### src/rtl/mole_round_ctrl.sv
// mole_round_ctrl
// Runs one whack-a-mole game. It takes the free-running hole index from the
// random generator, raises one mole at a time for a bounded window, and
// detects the player's strike. It keeps score and misses until the game ends.
//
// Optional build macro: MOLE_SPEEDUP_EN
//   Each hit shrinks the up-window by UP_CYCLES/16, with a floor of
//   UP_CYCLES/4. When the macro is undefined the window is always UP_CYCLES.
//
// Ports:
//   clk        in   system clock, rising edge
//   reset_n    in   synchronous active-low reset
//   start      in   level; begins a game from IDLE or OVER
//   rand_idx   in   [1:0] hole index, sampled only in SPAWN
//   btn        in   [3:0] debounced button levels, one per hole
//   mole       out  [3:0] one-hot raised mole, 0 when none
//   score      out  [SCORE_W-1:0] hits this game (saturating)
//   miss_cnt   out  [3:0] misses this game
//   hit_pulse  out  one-cycle pulse per successful hit
//   miss_pulse out  one-cycle pulse per timeout
//   game_over  out  high while in OVER
//   busy       out  high in every state except IDLE and OVER
module mole_round_ctrl #(
    parameter int UP_CYCLES  = 50_000_000,
    parameter int GAP_CYCLES = 25_000_000,
    parameter int MAX_MISSES = 3,
    parameter int SCORE_W    = 8
) (
    input  logic               clk,
    input  logic               reset_n,
    input  logic               start,
    input  logic [1:0]         rand_idx,
    input  logic [3:0]         btn,
    output logic [3:0]         mole,
    output logic [SCORE_W-1:0] score,
    output logic [3:0]         miss_cnt,
    output logic               hit_pulse,
    output logic               miss_pulse,
    output logic               game_over,
    output logic               busy
);

    localparam int MAXC = (UP_CYCLES > GAP_CYCLES) ? UP_CYCLES : GAP_CYCLES;
    localparam int TW   = $clog2(MAXC + 1);

    localparam logic [TW-1:0] GAP_LAST = TW'(GAP_CYCLES - 1);
    localparam logic [3:0]    MISS_END = 4'(MAX_MISSES);

    typedef enum logic [2:0] {
        S_IDLE,
        S_SPAWN,
        S_UP,
        S_HIT,
        S_MISS,
        S_GAP,
        S_OVER
    } state_t;

    state_t          state;
    state_t          state_nxt;
    logic [TW-1:0]   timer;
    logic [TW-1:0]   up_last;
    logic [1:0]      hole;
    logic [1:0]      spawn_hole;
    logic            first_mole;
    logic [3:0]      btn_q;
    logic            strike;
    logic            game_start;

    assign game_start = ((state == S_IDLE) || (state == S_OVER)) && start;

    // The hole register also serves as the previous hole for the anti-repeat
    // rule. A repeat is skipped by moving one hole on, except on the first
    // mole of a game.
    assign spawn_hole = (!first_mole && (rand_idx == hole)) ? rand_idx + 2'd1 : rand_idx;

    // A strike needs a rising edge, so a button already held when UP begins
    // does not count.
    assign strike = (state == S_UP) && btn[hole] && !btn_q[hole];

`ifdef MOLE_SPEEDUP_EN
    localparam logic [TW-1:0] UP_FULL  = TW'(UP_CYCLES);
    localparam logic [TW-1:0] UP_STEP  = TW'(UP_CYCLES / 16);
    localparam logic [TW-1:0] UP_FLOOR = TW'(UP_CYCLES / 4);

    logic [TW-1:0] up_limit;

    // The window shrinks on every hit down to the floor. A miss leaves it alone.
    always_ff @(posedge clk) begin
        if (!reset_n) begin
            up_limit <= UP_FULL;
        end else if (game_start) begin
            up_limit <= UP_FULL;
        end else if (state == S_HIT) begin
            if (up_limit >= UP_FLOOR + UP_STEP) begin
                up_limit <= up_limit - UP_STEP;
            end else begin
                up_limit <= UP_FLOOR;
            end
        end
    end

    assign up_last = up_limit - TW'(1);
`else
    assign up_last = TW'(UP_CYCLES - 1);
`endif

    // State register, game counters, and the button edge history.
    // The timer runs only while UP or GAP stays in place. It reads 0 on
    // entry to either state.
    always_ff @(posedge clk) begin
        if (!reset_n) begin
            state      <= S_IDLE;
            timer      <= '0;
            hole       <= 2'd0;
            first_mole <= 1'b1;
            score      <= '0;
            miss_cnt   <= 4'd0;
            btn_q      <= btn;
        end else begin
            state <= state_nxt;
            btn_q <= btn;

            if (((state == S_UP) || (state == S_GAP)) && (state_nxt == state)) begin
                timer <= timer + TW'(1);
            end else begin
                timer <= '0;
            end

            case (state)
                S_IDLE, S_OVER: begin
                    if (start) begin
                        score      <= '0;
                        miss_cnt   <= 4'd0;
                        first_mole <= 1'b1;
                    end
                end
                S_SPAWN: begin
                    hole       <= spawn_hole;
                    first_mole <= 1'b0;
                end
                S_HIT: begin
                    if (score != {SCORE_W{1'b1}}) begin
                        score <= score + SCORE_W'(1);
                    end
                end
                S_MISS: begin
                    miss_cnt <= miss_cnt + 4'd1;
                end
                default: begin
                end
            endcase
        end
    end

    // Next-state logic. A strike on the timeout cycle still wins over the miss.
    always_comb begin
        state_nxt = state;
        case (state)
            S_IDLE, S_OVER: begin
                if (start) begin
                    state_nxt = S_SPAWN;
                end
            end
            S_SPAWN: state_nxt = S_UP;
            S_UP: begin
                if (strike) begin
                    state_nxt = S_HIT;
                end else if (timer == up_last) begin
                    state_nxt = S_MISS;
                end
            end
            S_HIT: state_nxt = S_GAP;
            S_MISS: begin
                if (miss_cnt + 4'd1 == MISS_END) begin
                    state_nxt = S_OVER;
                end else begin
                    state_nxt = S_GAP;
                end
            end
            S_GAP: begin
                if (timer == GAP_LAST) begin
                    state_nxt = S_SPAWN;
                end
            end
            default: state_nxt = S_IDLE;
        endcase
    end

    // Outputs are decoded from the state alone.
    always_comb begin
        mole       = 4'b0000;
        hit_pulse  = 1'b0;
        miss_pulse = 1'b0;
        game_over  = 1'b0;
        busy       = 1'b1;
        case (state)
            S_IDLE: busy = 1'b0;
            S_OVER: begin
                busy      = 1'b0;
                game_over = 1'b1;
            end
            S_UP:   mole       = 4'b0001 << hole;
            S_HIT:  hit_pulse  = 1'b1;
            S_MISS: miss_pulse = 1'b1;
            default: begin
            end
        endcase
    end

endmodule

### config.mk
export PLATFORM = sky130hd
export DESIGN_NAME = mole_round_ctrl
export DESIGN_NICKNAME = d
export VERILOG_FILES = /design/src/rtl/mole_round_ctrl.sv
export SDC_FILE = /design/constraint.sdc
export NUM_CORES = 1
export LEC_CHECK = 0
export CORE_ASPECT_RATIO = 1.25
export CORE_MARGIN = 2
export CORE_UTILIZATION = 55
export DETAILED_ROUTE_END_ITERATION = 12
export GPL_TIMING_DRIVEN = 1
export PLACE_DENSITY = 0.78
export SETUP_SLACK_MARGIN = 0.5
export SLEW_MARGIN = 20
export SYNTH_ARGS = -nofsm -noshare
export SYNTH_HDL_FRONTEND = slang
export SYNTH_SLANG_ARGS = --single-unit
### constraint.sdc
create_clock -name clk -period 3.1 [get_ports clk]
set_clock_uncertainty 0.05 [all_clocks]
set_input_delay 0.465 -clock clk [delete_from_list [all_inputs] [get_ports clk]]
set_output_delay 0.465 -clock clk [all_outputs]
set_load 0.01 [all_outputs]
==> Word level (Yosys, flattened, before mapping) <==
Index checks and enable logic that the tools add are counted.
{ "word_totals": {"reg_bits": 48, "latchBits": 0, "ram_bits": 0, "romBits": 0, "elab_cells": 66, "n_memories": 0} }
{ "op_classes": {"addsub": 4, "n_mul": 0, "div_mod_pow": 0, "n_lt_le_gt_ge": 1, "n_eq_ne": 14, "n_shift": 1, "mux": 23, "bitwise_logic": 0, "n_reduce_logical": 16} }
{ "ops": {"columns": ["cell", "count"], "rows": [
  ["$add A26 B1 Y26 const B", 1],
  ["$eq A26 B25 Y1 const B", 1],
  ["$eq A26 B26 Y1 const B", 1],
  ["$pmux W3 S6", 1],
  ["$mux W8", 2],
  ["$pmux W8 S2", 1],
  ["$mux W3", 4],
  ["$eq A3 B3 Y1 const B", 3],
  ["$add A8 B1 Y8 const B", 1],
  ["$mux W4", 2],
  ["$ne A8 B8 Y1 const B", 1],
  ["$pmux W4 S2", 1],
  ["$mux W1", 7],
  ["$eq A3 B2 Y1 const B", 2],
  ["$reduce_and A2 Y1", 3],
  ["$reduce_bool A2 Y1", 3],
  ["$add A4 B1 Y4 const B", 1],
  ["$bmux W1 S2", 2],
  ["$eq A4 B2 Y1 const B", 1],
  ["$logic_and A1 B1 Y1", 4],
  ["$mux W2", 2],
  ["$shl A1 B2 Y4 const A", 1],
  ["$eq A3 B1 Y1 const B", 1],
  ["$eq A3 B3 Y1", 1],
  ["other kinds (11)", 12]
]} }

==> Longest topological paths before layout <==
Gate-level depths: netlist (run 1).
{ "depth": {"depth_word": 9, "ltp_mapped": 9, "ltp_nobuf": 7} }

==> Worst setup path before layout (run 1) <==
OpenSTA, ideal clock, no wires.
{ "synth_timing": {"path_type": "input to register", "startpoint": "input port btn[3]", "endpoint": "register timer[23]", "setup_ps": 123, "arrival_ps": 1693, "required_ps": 2927, "slack_ps": 1234, "cell_stages": 7, "path_buffers": 2, "cell_sequence": "nand2b_1 -> mux4_2 -> nor2_1 -> a221o_1 -> clkbuf_2 -> buf_2 -> nor3_2"} }
{ "synth_between": {"elab_chain_len": 9} }
{ "synth_lines": {"columns": ["item", "line", "rtl"], "rows": [
  ["from (decl)", "33", "input logic [3:0] btn,"],
  ["$bmux W1 S2", "79", "assign strike = (state == S_UP) && btn[hole] && !btn_q[hole];"],
  ["$mux W1 (not written as such)", "79", null],
  ["$logic_and A1 B1 Y1 (2 in a row)", "79", null],
  ["$mux W3", "167", "if (strike) begin"],
  ["$pmux W3 S6", "159", "case (state)"],
  ["$eq A3 B3 Y1", "124", "if (((state == S_UP) || (state == S_GAP)) && (state_nxt == state)) begin"],
  ["$logic_and A1 B1 Y1", "124", null],
  ["$reduce_and A2 Y1 (no line)", null, null],
  ["to (signal assigned)", "125", "timer <= timer + TW'(1);"],
  ["to (decl)", "61", "logic [TW-1:0] timer;"]
]} }
No other way between the ends. The select of a mux whose other input is x is not followed.
A chain may end at the register's enable or synchronous reset.

==> Worst setup path in the final report (run 1) <==
{ "layout_timing": {"startpoint": "register timer[0]", "endpoint": "register timer[1]"} }
{ "layout_between": {"elab_chain_len": 7} }
{ "layout_lines": {"columns": ["item", "line", "rtl"], "rows": [
  ["$eq A26 B26 Y1", "169", "end else if (timer == up_last) begin"],
  ["$mux W3", "169", null],
  ["$mux W3", "167", null],
  ["$pmux W3 S6", "159", null],
  ["$eq A3 B3 Y1", "124", null],
  ["$logic_and A1 B1 Y1", "124", null],
  ["$reduce_and A2 Y1 (no line)", null, null]
]} }
Parallel ways exist; a longest one is shown, timed or not.

==> results.json, run 1 <==
{
  "avgRoutedWirePerCell_um": 14.02,
  "synth.ff_latch_count": 48,
  "power_frac_clock_pct": 26.0,
  "grt_start_max_net_pins": 27,
  "path_cells": "ha_1 > nand2_1 > nor2_1 > o2111ai_2 > a32oi_4 > nor3b_1",
  "vdd_drop_max_v": 0.0003833,
  "ios": 29,
  "cellLeakagePower_nw": 0.9547,
  "numCtsBuffers": 5,
  "io_buffer_count": 28,
  "die_x_um": 65.17,
  "min_path_type": "flip-flop to flip-flop",
  "dieArea_sq_um": 5244,
  "async_reset_ff_share_pct": 0,
  "critical_path_class": "flip-flop to flip-flop",
  "insertion_delay_ns": 0.30,
  "grt_usage_pct": 22.45,
  "yosysWarnings": 0,
  "syn_area_sq_um": 2572,
  "ys_types": 48,
  "die_h_um": 80.47,
  "cts_root_buffer": "clkbuf_8",
  "synthCells": 292,
  "cts_htree_levels": 2,
  "critPathMaxStageDelay_ns": 0.86,
  "drt_iter0_markers": 139,
  "crit_family": "compound AO/OA/AOI/OAI gates",
  "fin_tns_setup_ns": 0,
  "setup_slack_ns": 0.5723,
  "first_global_vias": 2180,
  "ant_nets": 0,
  "nFillCells": 400,
  "nNetsFinal": 330,
  "power_frac_seq_pct": 40.7,
  "critPathBufInv": 0,
  "start_util_pct": 57.69,
  "p_comb_share_pct": 33.4,
  "timing.slew.headroom_pct": 28.49,
  "fin_crit_ns": 2.528,
  "drive_above_1_share_pct": 13.21,
  "cts.sinks": 48,
  "fin_crit_sh_pct": 81.54,
  "n_antenna_cell": 0,
  "required_ns": 3.19,
  "maxSlewViolCount": 0,
  "cts_buffer_depth": 2,
  "ys_seq_area_share_pct": 37.35,
  "finalHoldViolations": 0,
  "fmax_ghz": 0.3956,
  "ys.flop_type": "dfxtp_1",
  "status": "finished clean",
  "coreArea_sq_um": 4459,
  "routed_wl_mm": 5.273,
  "antenna_found_initial": 0,
  "setup_viol_count_final": 0,
  "grt_setup_unrepaired": "yes",
  "cts_tree": "built",
  "fin_util_pct": 67.26,
  "place_ws_ns": 0.3572,
  "regArea_sq_um": 960.9,
  "cap_violations": 0,
  "worstMarginPinSlew_ns": 1.073,
  "grt_pass1_wl_mm": 9.232,
  "cp_slowest_cell": "a32oi_4",
  "gp_congestion": 0.8910,
  "synth_edf_count": 0,
  "drc": 0,
  "p_per_area_nw_per_um2": 606.0,
  "synth_nets": 305,
  "arrival_ns": 2.61,
  "p_sw_w": 0.0006781,
  "cp_max_fo": 26,
  "vias_per_cell": 5.707,
  "overflow": 0,
  "p_sw_share_pct": 37.31,
  "power_w": 0.001817,
  "postSynthAreaPerCell_sq_um": 8.810,
  "hold_ws_ns": 0.4576,
  "drt_first_pass_iters": 4,
  "dpl.hpwl_mm": 3.827,
  "p_int_w": 0.001139,
  "cts.clk_slew.worst_paths_ns": 0.09,
  "syn_to_final_growth_pct": 16.59,
  "start_kind": "flip-flop",
  "multi_input_area_sq_um": 1511,
  "worst_setup_path_end_kind": "flip-flop",
  "rows": 27,
  "num_vias": 2146
}
cells in the mapped netlist (all sizes together) (6+ instances only):
cell	instances	area (sq um)
and3	6	37.54
inv	7	26.28
clkbuf	6	26.27
buf	7	53.80
xnor2	18	157.7
dfxtp	48	960.9
xor2	13	113.9
a21oi	14	70.07
nor2	25	93.84
nand2b	7	43.79
nand4	10	68.81
nand3	19	95.09
nand2	24	90.09
nor3	33	265.3
through the flow:
step,area [sq um],instances
after floorplan,2572,292
after global placement,2868,368
after detailed placement,2868,368
after CTS,2992,376
after global routing,2999,376
final,2999,376
cell usage in the layout, fill, tap and decap left out, drive strengths merged, types with 2 or more instances in the layout:
cell type / n
xnor2: 18
and4: 5
inv: 7
nor2: 25
a311oi: 2
clkinv: 2
and3: 6
nor2b: 3
xor2: 13
o21ai: 5
clkbuf: 6
nand3: 19
a211oi: 3
or2: 4
nand2: 24
nor4: 5
nand2b: 7
a21oi: 14
a31oi: 3
nand4: 10
nor3: 33
nand3b: 3
ha: 4
dfxtp: 48
clkdlybuf4s50: 28
buf: 3
path summary, 6_finish.rpt:
path / start / to / slack (ns) / cells past startpoint
worst max-delay path: timer[0]$_SDFF_PN0_ / timer[1]$_SDFF_PN0_ / 0.57 / 6
worst min-delay path: miss_cnt[3]$_SDFFE_PN0P_ / miss_cnt[3]$_SDFFE_PN0P_ / 0.46 / 1
worst max register to register: timer[0]$_SDFF_PN0_ / timer[1]$_SDFF_PN0_ / 0.57 / 6
worst min register to register: miss_cnt[3]$_SDFFE_PN0P_ / miss_cnt[3]$_SDFFE_PN0P_ / 0.46 / 1
registers in the layout, summed over array words and instances, names as in the netlist:
signal,cells
btn_q,4
first_mole,1
hole,2
miss_cnt,4
score,8
state,3
timer,26
power by group through the flow:
| stage | sequential [W] | clock [W] | combinational [W] |
|---|---|---|---|
| after floorplan | 0.000704 | 0 | 0.000502 |
| after global placement | 0.000745 | 0 | 0.000592 |
| after detailed placement | 0.000748 | 0 | 0.000601 |
| after CTS | 0.000735 | 0.000485 | 0.000605 |
| after global routing | 0.000752 | 0.000514 | 0.000672 |
| final | 0.000739 | 0.000472 | 0.000606 |
kinds of logic (layout without fill, tap and decap cells):
logic type | Yosys count | in the layout | synth area share (%)
and+or+nand+nor | 150 | 150 | 34.63
DFF | 48 | 48 | 37.35
AOI/OAI and AO/OA | 37 | 37 | 10.36
xor gates and xnor gates | 31 | 31 | 10.55
buffers and inverters | 21 | 47 | 4.280
adders and majority gates | 4 | 4 | 1.946
muxes | 1 | 1 | 0.8754
timing repair:
action / in CTS / in global routing
setup buffers: 0 / 0
endpoints found under the setup margin: 7 / 30
hold buffers: 0 / 0
pin swaps: 1 / 0
gates resized for setup: 1 / 2
routing by layer:
metal / vias up / part of all wire, % / global-route usage, %
met5: - / 0 / 0
met4: 0 / 0.80 / 9.792
met3: 4 / 3.9 / 3.782
met2: 40 / 54 / 43.37
met1: 1013 / 41 / 23.23
li1: 1089 / - / -
area by class of cell:
cell class / count / share of cell area, %
clock buffers: 6 / 2.753
clock inverters: 2 / 1.293
inverters: 8 / 1.001
multi-input cells: 223 / 50.40
flip-flops and latches: 48 / 32.04
well taps: 58 / 2.420
repair buffers: 31 / 10.10
worst register-to-register path, cell delays in order, from the launching register on:
cell	delay, ns
dfxtp_1	0.42
ha_1	0.33
nand2_1	0.13
nor2_1	0.23
o2111ai_2	0.22
a32oi_4	0.86
nor3b_1	0.14
Power figures use the tool's default switching activity.
==> run 2: changes to the inputs <==
--- a/config.mk
+++ b/config.mk
@@ -7,10 +7,10 @@
 export LEC_CHECK = 0
 export CORE_ASPECT_RATIO = 1.25
 export CORE_MARGIN = 2
-export CORE_UTILIZATION = 55
+export CORE_UTILIZATION = 50
 export DETAILED_ROUTE_END_ITERATION = 12
 export GPL_TIMING_DRIVEN = 1
-export PLACE_DENSITY = 0.78
+export PLACE_DENSITY = 0.75
 export SETUP_SLACK_MARGIN = 0.5
 export SLEW_MARGIN = 20
 export SYNTH_ARGS = -nofsm -noshare
==> constraint.sdc (replaced) <==
create_clock -name clk -period 2 [get_ports clk]
set_clock_uncertainty 0.05 [all_clocks]
set_input_delay 0.3 -clock clk [delete_from_list [all_inputs] [get_ports clk]]
set_output_delay 0.3 -clock clk [all_outputs]
set_load 0.01 [all_outputs]
==> results.json, run 2 (synthesized netlist as in run 1, its figures left out) <==
{
  "timing.slew.headroom_pct": 67.79,
  "worst_setup_path_end_kind": "flip-flop",
  "drive_above_1_share_pct": 45.93,
  "met2_length_mm": 4.108,
  "path_cells": "nand2b_4 > mux4_2 > o2111ai_4 > a32oi_4 > buf_6 > buf_12 > nor3_2",
  "num_vias": 2604,
  "final_cell_mix": "buf_4, nor2_1, dfxtp_1",
  "routed_wl_mm": 7.684,
  "critPathMaxStageDelay_ns": 0.52,
  "multi_input_area_sq_um": 1794,
  "drc": 0,
  "nFillCells": 301,
  "start_kind": "flip-flop",
  "io_buffer_count": 28,
  "cts_tree": "built",
  "insertion_delay_ns": 0.32,
  "dieArea_sq_um": 5738,
  "cp_max_fo": 7,
  "regMostFlops": "timer",
  "grt_usage_pct": 25.87,
  "cts_htree_levels": 2,
  "p_comb_share_pct": 52.5,
  "m1WireLength_mm": 3.036,
  "rows": 29,
  "n_antenna_cell": 0,
  "placed_cell_area_sq_um": 3122,
  "fin_crit_ns": 1.914,
  "largest_reg_flops": 26,
  "power_frac_seq_pct": 30.5,
  "setup_viol_count_final": 0,
  "min_path_type": "input pin to flip-flop",
  "cellLeakagePower_nw": 1.472,
  "power_w": 0.003740,
  "grt_start_max_net_pins": 27,
  "vias_per_cell": 5.878,
  "regArea_sq_um": 1012,
  "cts.clk_slew.worst_paths_ns": 0.10,
  "first_global_vias": 2537,
  "p_per_area_nw_per_um2": 968.0,
  "setup_slack_ns": 0.08645,
  "die_h_um": 84.20,
  "design_area_sq_um": 3864,
  "vdd_drop_max_v": 0.0006955,
  "nNetsFinal": 393,
  "start_util_pct": 51.37,
  "reg.largest.list": "timer (26), score (8)",
  "arrival_ns": 2.10,
  "drt_first_pass_iters": 4,
  "cap_violations": 0,
  "critical_path_class": "flip-flop to flip-flop",
  "status": "finished clean",
  "layout_commonest_cell": "buf_4",
  "gp_congestion": 0.8363,
  "drt_iter0_markers": 216,
  "dr_wl_met3_um": 299,
  "die_x_um": 68.16,
  "coreArea_sq_um": 5007,
  "place_ws_ns": -0.2490,
  "dpl.hpwl_mm": 4.138,
  "finalHoldViolations": 0,
  "overflow": 0,
  "power_frac_clock_pct": 17.0,
  "p_int_w": 0.002241,
  "top_layer": "met4",
  "antenna_found_initial": 0,
  "grt_pass1_wl_mm": 11.55,
  "numCtsBuffers": 5,
  "required_ns": 2.19,
  "avgRoutedWirePerCell_um": 17.35,
  "ant_nets": 0,
  "syn_to_final_growth_pct": 50.19,
  "ios": 29,
  "fmax_ghz": 0.5226,
  "worstMarginPinSlew_ns": 0.4795,
  "cp_slowest_cell": "mux4_2",
  "p_sw_share_pct": 40.09,
  "cts_hold_buf": 0,
  "fin_crit_sh_pct": 95.68,
  "cts_root_buffer": "clkbuf_8",
  "p_sw_w": 0.001499,
  "r2r_slack_ns": 0.09,
  "cts_buffer_depth": 2,
  "grt_setup_unrepaired": "yes",
  "cts.sinks": 48,
  "maxSlewViolCount": 0
}
## run 2: cell count changes in the layout (fill, tap and decap cells not counted), moves of 8 or more
cell,before,now
clkdlybuf4s50_1,28,4
nor3_1,13,5
dfxtp_1,48,23
buf_6,0,16
dfxtp_4,0,8
dlygate4sd2_1,0,15
dfxtp_2,0,17
buf_4,3,47
## run 2: layout make-up
cell class	count	area share, %
inverter	8	0.8420
clock inverter	2	0.3886
timing repair buffer	93	21.99
sequential	48	26.20
clock buffer	6	2.137
multi-input combinational	224	46.44
tap	62	2.008
## run 2: power by group through the flow
stage	combinational (W)	clock, W	sequential, W
after floorplan	0.000857	0	0.00110
after global placement	0.00120	0	0.00115
after detailed placement	0.00122	0	0.00116
after CTS	0.00167	0.000641	0.00114
after global routing	0.00207	0.000692	0.00115
final	0.00196	0.000637	0.00114
## run 2: final timing paths
| kind | to | depth (start not counted) | from |
|---|---|---|---|
| min reg2reg | miss_cnt[0]$_SDFFE_PN0P_ | 1 | miss_cnt[0]$_SDFFE_PN0P_ |
| min | btn_q[1]$_DFF_P_ | 1 | btn[1] |
| max | timer[10]$_SDFF_PN0_ | 7 | btn_q[3]$_DFF_P_ |
| max reg2reg | timer[10]$_SDFF_PN0_ | 7 | btn_q[3]$_DFF_P_ |
## run 2: worst max-delay path: cells and delay by family (launching register included)
family	cells	cell delay (ns)
AND/OR/NAND/NOR	2	0.23
flip-flops	1	0.33
multiplexers	1	0.52
buffers and inverters	2	0.30
AO/OA/AOI/OAI	2	0.40
## run 2: routing by layer
layer  GRT usage (%)  vias up
li1                -     1226
met1           29.20     1269
met2           45.54       81
met3           4.290       28
met4           12.36        0
met5               0        -
## run 2: metrics by stage
stage               cells  TNS (ns)  hold WS (ns)  utilization, %
finish                443         0        0.1844           77.16
global placement      395    -4.538        0.4483           62.34
detailed placement    395    -5.859        0.4551           62.34
floorplan             292         0        0.2777               -
global route          443  -0.01974        0.1782           77.16
CTS                   435         0        0.1692           73.84
## run 2: timing repair
| item | in CTS | in global routing |
|---|---|---|
| pin swaps | 20 | 13 |
| endpoints found under the setup margin | 60 | 49 |
| resized for setup | 122 | 27 |
| buffers inserted | 29 | 8 |
| gates cloned | 3 | 0 |
